**src/rtl/seq_mult_param.sv**
```systemverilog
// Parametrised shift-add sequential multiplier with signed/unsigned mode and start/busy/done handshake.
// Optional build macro SEQ_MULT_EARLY_TERM_EN: leave RUN as soon as the remaining multiplier is zero.
module seq_mult_param #(
    parameter int WIDTH = 8
) (
    input  logic                 clk,
    input  logic                 reset,
    input  logic                 start,
    input  logic                 signed_mode,
    input  logic [WIDTH-1:0]     A,
    input  logic [WIDTH-1:0]     B,
    output logic [2*WIDTH-1:0]   product,
    output logic                 busy,
    output logic                 done
);

    localparam int CW = $clog2(WIDTH + 1);

    typedef enum logic [1:0] {
        S_IDLE,
        S_RUN,
        S_FIX
    } state_t;

    state_t             r_state;
    state_t             w_state_nxt;

    logic [2*WIDTH-1:0] r_acc;
    logic [2*WIDTH-1:0] r_mcand;
    logic [WIDTH-1:0]   r_mplier;
    logic               r_neg;
    logic [CW-1:0]      r_count;

    logic [WIDTH-1:0]   w_mag_a;
    logic [WIDTH-1:0]   w_mag_b;
    logic               w_sign;
    logic [2*WIDTH-1:0] w_acc_add;
    logic               w_last_run;

    // Negating the most-negative value yields 2^(WIDTH-1), which still fits as an unsigned magnitude.
    always_comb begin
        w_mag_a = (signed_mode && A[WIDTH-1]) ? (-A) : A;
        w_mag_b = (signed_mode && B[WIDTH-1]) ? (-B) : B;
        w_sign  = signed_mode && (A[WIDTH-1] ^ B[WIDTH-1]);
    end

    always_comb begin
        w_acc_add = r_mplier[0] ? (r_acc + r_mcand) : r_acc;
`ifdef SEQ_MULT_EARLY_TERM_EN
        w_last_run = (r_mplier[WIDTH-1:1] == '0) || (r_count == CW'(WIDTH - 1));
`else
        w_last_run = (r_count == CW'(WIDTH - 1));
`endif
    end

    always_ff @(posedge clk) begin
        if (reset) begin
            r_state <= S_IDLE;
        end else begin
            r_state <= w_state_nxt;
        end
    end

    always_comb begin
        w_state_nxt = r_state;
        case (r_state)
            S_IDLE:  if (start) w_state_nxt = S_RUN;
            S_RUN:   if (w_last_run) w_state_nxt = S_FIX;
            S_FIX:   w_state_nxt = S_IDLE;
            default: w_state_nxt = S_IDLE;
        endcase
    end

    always_ff @(posedge clk) begin
        if (reset) begin
            r_acc    <= '0;
            r_mcand  <= '0;
            r_mplier <= '0;
            r_neg    <= 1'b0;
            r_count  <= '0;
            product  <= '0;
            busy     <= 1'b0;
            done     <= 1'b0;
        end else begin
            case (r_state)
                S_IDLE: begin
                    if (start) begin
                        r_acc    <= '0;
                        r_mcand  <= {{WIDTH{1'b0}}, w_mag_a};
                        r_mplier <= w_mag_b;
                        r_neg    <= w_sign;
                        r_count  <= '0;
                    end
                end
                S_RUN: begin
                    r_acc    <= w_acc_add;
                    r_mcand  <= r_mcand << 1;
                    r_mplier <= r_mplier >> 1;
                    r_count  <= r_count + CW'(1);
                end
                S_FIX: begin
                    product <= r_neg ? (-r_acc) : r_acc;
                end
                default: ;
            endcase
            // Registered so busy covers RUN+FIX and drops in the done cycle.
            busy <= (w_state_nxt != S_IDLE);
            done <= (r_state == S_FIX);
        end
    end

endmodule

```
**config.mk**
```make
export PLATFORM = sky130hd
export DESIGN_NAME = seq_mult_param
export DESIGN_NICKNAME = d
export VERILOG_FILES = /design/src/rtl/seq_mult_param.sv
export SDC_FILE = /design/constraint.sdc
export NUM_CORES = 1
export LEC_CHECK = 0
export CORE_MARGIN = 1.5
export CORE_UTILIZATION = 60
export CTS_CLUSTER_DIAMETER = 50
export DETAILED_ROUTE_END_ITERATION = 6
export HOLD_SLACK_MARGIN = 0.1
export PLACE_DENSITY = 0.84
export SYNTH_ARGS = -nofsm -noshare
export SYNTH_HDL_FRONTEND = slang
export SYNTH_SLANG_ARGS = --single-unit
```
**constraint.sdc**
```tcl
create_clock -name clk -period 3.55 [get_ports clk]
set_clock_uncertainty 0.15 [all_clocks]
set_input_delay 0.355 -clock clk [delete_from_list [all_inputs] [get_ports clk]]
set_output_delay 0.355 -clock clk [all_outputs]
set_load 0.01 [all_outputs]
```
* Word-level counts from Yosys, hierarchy flattened *
Cells that the tools add are included.
Widths: inputs -> output; s select.

word-level totals
  logic and storage cells = 44
  bits in registers = 65
  output and inout port bits = 18

operators by class
  $add $sub $neg = 5
  bitwise gates (word level) = 1
  equal/unequal tests = 5
  multiplexer cells = 15
  reductions and logical operators = 9

operators with widths
  kind                 count
  $mux 16              4
  $pmux 16 s2          2
  $mux 8               3
  $add 16x16->16       1
  $neg 16->16          1
  $neg 8->8            2
  $pmux 8 s2           1
  $pmux 4 s2           1
  $add 4x1->4 const B  1
  $eq 4x3->1 const B   1
  $mux 2               2
  $mux 4               1
  $ne 2x2->1 const B   2
  $pmux 2 s2           1
  $reduce_and 2->1     2
  $reduce_bool 2->1    2
  $logic_and 1x1->1    3
  $reduce_and 3->1     1
  $eq 2x1->1 const B   1
  $eq 2x2->1 const B   1
  $logic_not 2->1      1
  $xor 1x1->1          1

* Depth between registers and ports, before layout *
  depth after elaboration = 4
  depth in mapped cells = 10

* Worst setup path after synthesis *
No wires, ideal clock.

  kind = reg-to-reg
  start = register r_acc[0]
  end = register r_acc[12]
  buffers on the path = 0
  data arrival time = 2113 ps
  setup time = 96 ps
  stages on the path, launching flop included = 11
  path slack = 1192 ps
  period minus slack after synthesis = 2358 ps
  required time = 3304 ps
  path through = dfxtp_1 > ha_1 > inv_1 > fa_1 > nor2b_4 > o21a_1 > o21a_1 > o311a_4 > o311ai_2 > and3_1 > o41ai_2

on the way
  cells in the longest elaborated chain, start to end = 3

ends and longest elaborated chain
  element                   RTL line  RTL
  start: declaration        28        logic [2*WIDTH-1:0] r_acc;
  start signal: assignment  96        r_acc <= w_acc_add;
  $add 16x16->16            48        w_acc_add = r_mplier[0] ? (r_acc + r_mcand) : r_acc;
  $mux 16                   48
  $pmux 16 s2               85        case (r_state)

No other way between the ends. The select of a mux whose other input is x is not followed.
A chain may end at the register's enable or synchronous reset.

* Final worst setup path *
Same ends and word-level chain as after synthesis.

==> impl_results.md <==
* Status: complete, but fails checks
* Failing checks: DRC
* Arr. time, crit path at about 2700 ps
* Die ar. at approximately 6400 um^2
* Critical Path End Type: flip-flop
* Area after DPL at roughly 4000 um^2
* CP startpoint kind: flip-flop
* Final period util at 73.2%
* Largest net degree at the start of global routing at between 50 and 60
* Power Density at 360 nW/um^2
* Clock latency on the worst-skew pair at 350 ps
* IR drop worst, VDD at 0.285 mV
* Final net count at approximately 500
* Layout cell share with drive strength beyond 1 at 7.11%
* Syn Nets at approximately 460
* Die Y at between 70 and 80 um
* Routed WL at about 7.9 mm
* Inserted Diodes at 0
* Synth area leaders: dfxtp_1 37%, nor2_1 7.1%, ha_1 6.7%, a21oi_1 3.9%, xor2_1 3.9%
* H-tree levels at 3
* Routed len/inst at 14.8 um
* Drt pass-1 iters at 7
* HP Class: flip-flop to flip-flop
* Core area at 5610 um^2
* Seq cells post-synth at 65
* # hold bufs at CTS at 0
* Area Growth Syn to Fin at 17.1%
* Initial Util at between 60% and 70%
* Initial antenna violation count at 0
* Crit path max fanout at 5
* Fillcell total at between 400 and 500
* Fin util at about three quarters
* Multi-input gate area at around 2100 um^2
* Root buf cell: clkbuf_8
* Lkg Pwr at 1.69 nW
* Mapped Area at 3550 um^2
* First-pass GRT wire length at roughly 13 mm
* Number of enable flip-flop cells after synthesis at 0
* Area leader, netlist: dfxtp_1
* Post-synth top area share at 36.6%
* Num CTS Buffers at 9
* Mean Syn Cell Area at between 8 and 9 um^2
* Synthesized instance count at 424
* Highest clock rate at 0.385 GHz
* CTS resizes at 0
* Synth async-reset ratio at 0%
* FF/Latch Area at between 1000 and 1500 um^2
* GRT Resource Usage Total at between 20 and 30%
* Post-layout minimum cycle time at 2600 ps
* Setup-failing EPs final at 0
* Via/cell ratio at ~6.1
* Final Max Slew Viols at 0
* Setup bufs post-CTS at 0
* Antenna Violating Nets Remaining at 0
* Number of instances in the placed design at 520
* Final hold viol count at 0
* Row Count at 27
* Drt first-iter violations at roughly 260
* Worst endpoint required time at approximately 3700 ps
* Synth Flop Type: dfxtp_1
* Most frequent cells in the layout: 67 x nor2_1, 65 x dfxtp_1, 36 x clkdlybuf4s50_1
* Clk pin slew, worst setup/hold paths at approximately 70 ps
* Number of global-route vias before repair at 2843
* Most common cell after layout, fill and taps aside: nor2_1
* CTS tree: built
* Worst R2R Setup Slack at approximately 950 ps
* CTS max path bufs at 2
* GR Overflow Total at 0
* Yosys warning count at 0
* Vias at ~3.3k
* Netlist cell types at 54
* Overall Power at approximately 1.5 mW
* Design Area, Final at between 4000 and 5000 um^2
* Hpwl dp at 5.72 mm
* Unrepaired setup endpoints after global routing: no
* Max_cap viols at 0
* Worst Tran Pin Value at between 1000 and 1500 ps
* Slew margin rel. at 29.9%
* Post-synthesis sequential area ratio at between 30% and 40%
* Final setup TNS at 0 ps
* Setup CP Type: flip-flop to flip-flop
* DRC Markers at 5
* Final Wtd Congestion at 0.893
* Final non-filler cell total at around 540
* CTS Sinks at 65
* Die X at approximately 80 um
* Input/output buffers at 37
* # IOs at 38
critical path: stages, from the launching register on:
cell	delay [ps]
dfxtp_1	400
ha_1	230
inv_1	70
fa_1	420
nor2b_4	130
o21a_1	150
o21a_1	180
o311a_4	200
o311ai_2	110
and3_1	210
o41ai_2	260
routing by layer:
layer | vias to the layer above | global-route usage, % | wire [um]
li1 | 1628 | - | -
met4 | 0 | 9.31 | 105
met3 | 9 | 5.14 | 423
met1 | 1536 | 35.4 | 3790
met2 | 94 | 40.4 | 3610
met5 | - | 0 | 0
per-stage QoR:
stage	hold slack [ps]	setup WS, ps
detailed placement	297	1030
global route	327	832
CTS	307	976
floorplan	303	1190
global placement	287	1110
finish	304	951
final cells by class:
| class | instances | area share, % |
|---|---|---|
| tap | 72 | 2.16 |
| sequential | 65 | 31.3 |
| multi-input combinational | 323 | 51.0 |
| inverter | 19 | 1.71 |
| clock buffer | 12 | 3.73 |
| clock inverter | 4 | 0.661 |
| timing repair buffer | 41 | 9.50 |
worst paths after layout:
check	start	endpoint	cells after the start
max	r_acc[0]	r_acc[12]	10
min	product[15]	product[15]	2
max reg2reg	r_acc[0]	r_acc[12]	10
min reg2reg	product[15]	product[15]	2
report_power, final:
group | switching, mW | internal (mW) | total, mW
sequential | 0.0151 | 0.746 | 0.761
combinational | 0.0921 | 0.0697 | 0.162
clock | 0.285 | 0.290 | 0.575
cell usage after synthesis, drive strengths merged (5+ instances only):
library cell	instances
o21a	5
a222oi	11
ha	19
nand3	8
a211oi	15
a31oi	5
xor2	16
dfxtp	65
a22o	7
xnor2	11
a21oi	28
clkbuf	15
nor3	10
a22oi	10
nor2b	6
nand2	30
a21o	6
inv	19
and3	5
o21ai	22
nor2	67
state kept, by name, summed over array words and instances (netlist names):
| register | cells |
|---|---|
| product | 16 |
| r_mplier | 8 |
| r_neg | 1 |
| r_count | 4 |
| r_acc | 16 |
| r_mcand | 16 |
| done | 1 |
| busy | 1 |
| r_state | 2 |
cell families (layout without fill, tap and decap cells):
group           count (synthesis)  in the layout  share of synthesized area [%]
compound gates                134            134                           27.4
xor+xnor                       27             27                           6.65
fa+ha+maj                      20             20                           7.25
buf+inv                        36             76                           3.84
flops                          65             65                           36.6
mux                             3              3                          0.915
simple gates                  139            139                           17.4
No activity file was read; power rests on OpenSTA's default activity.
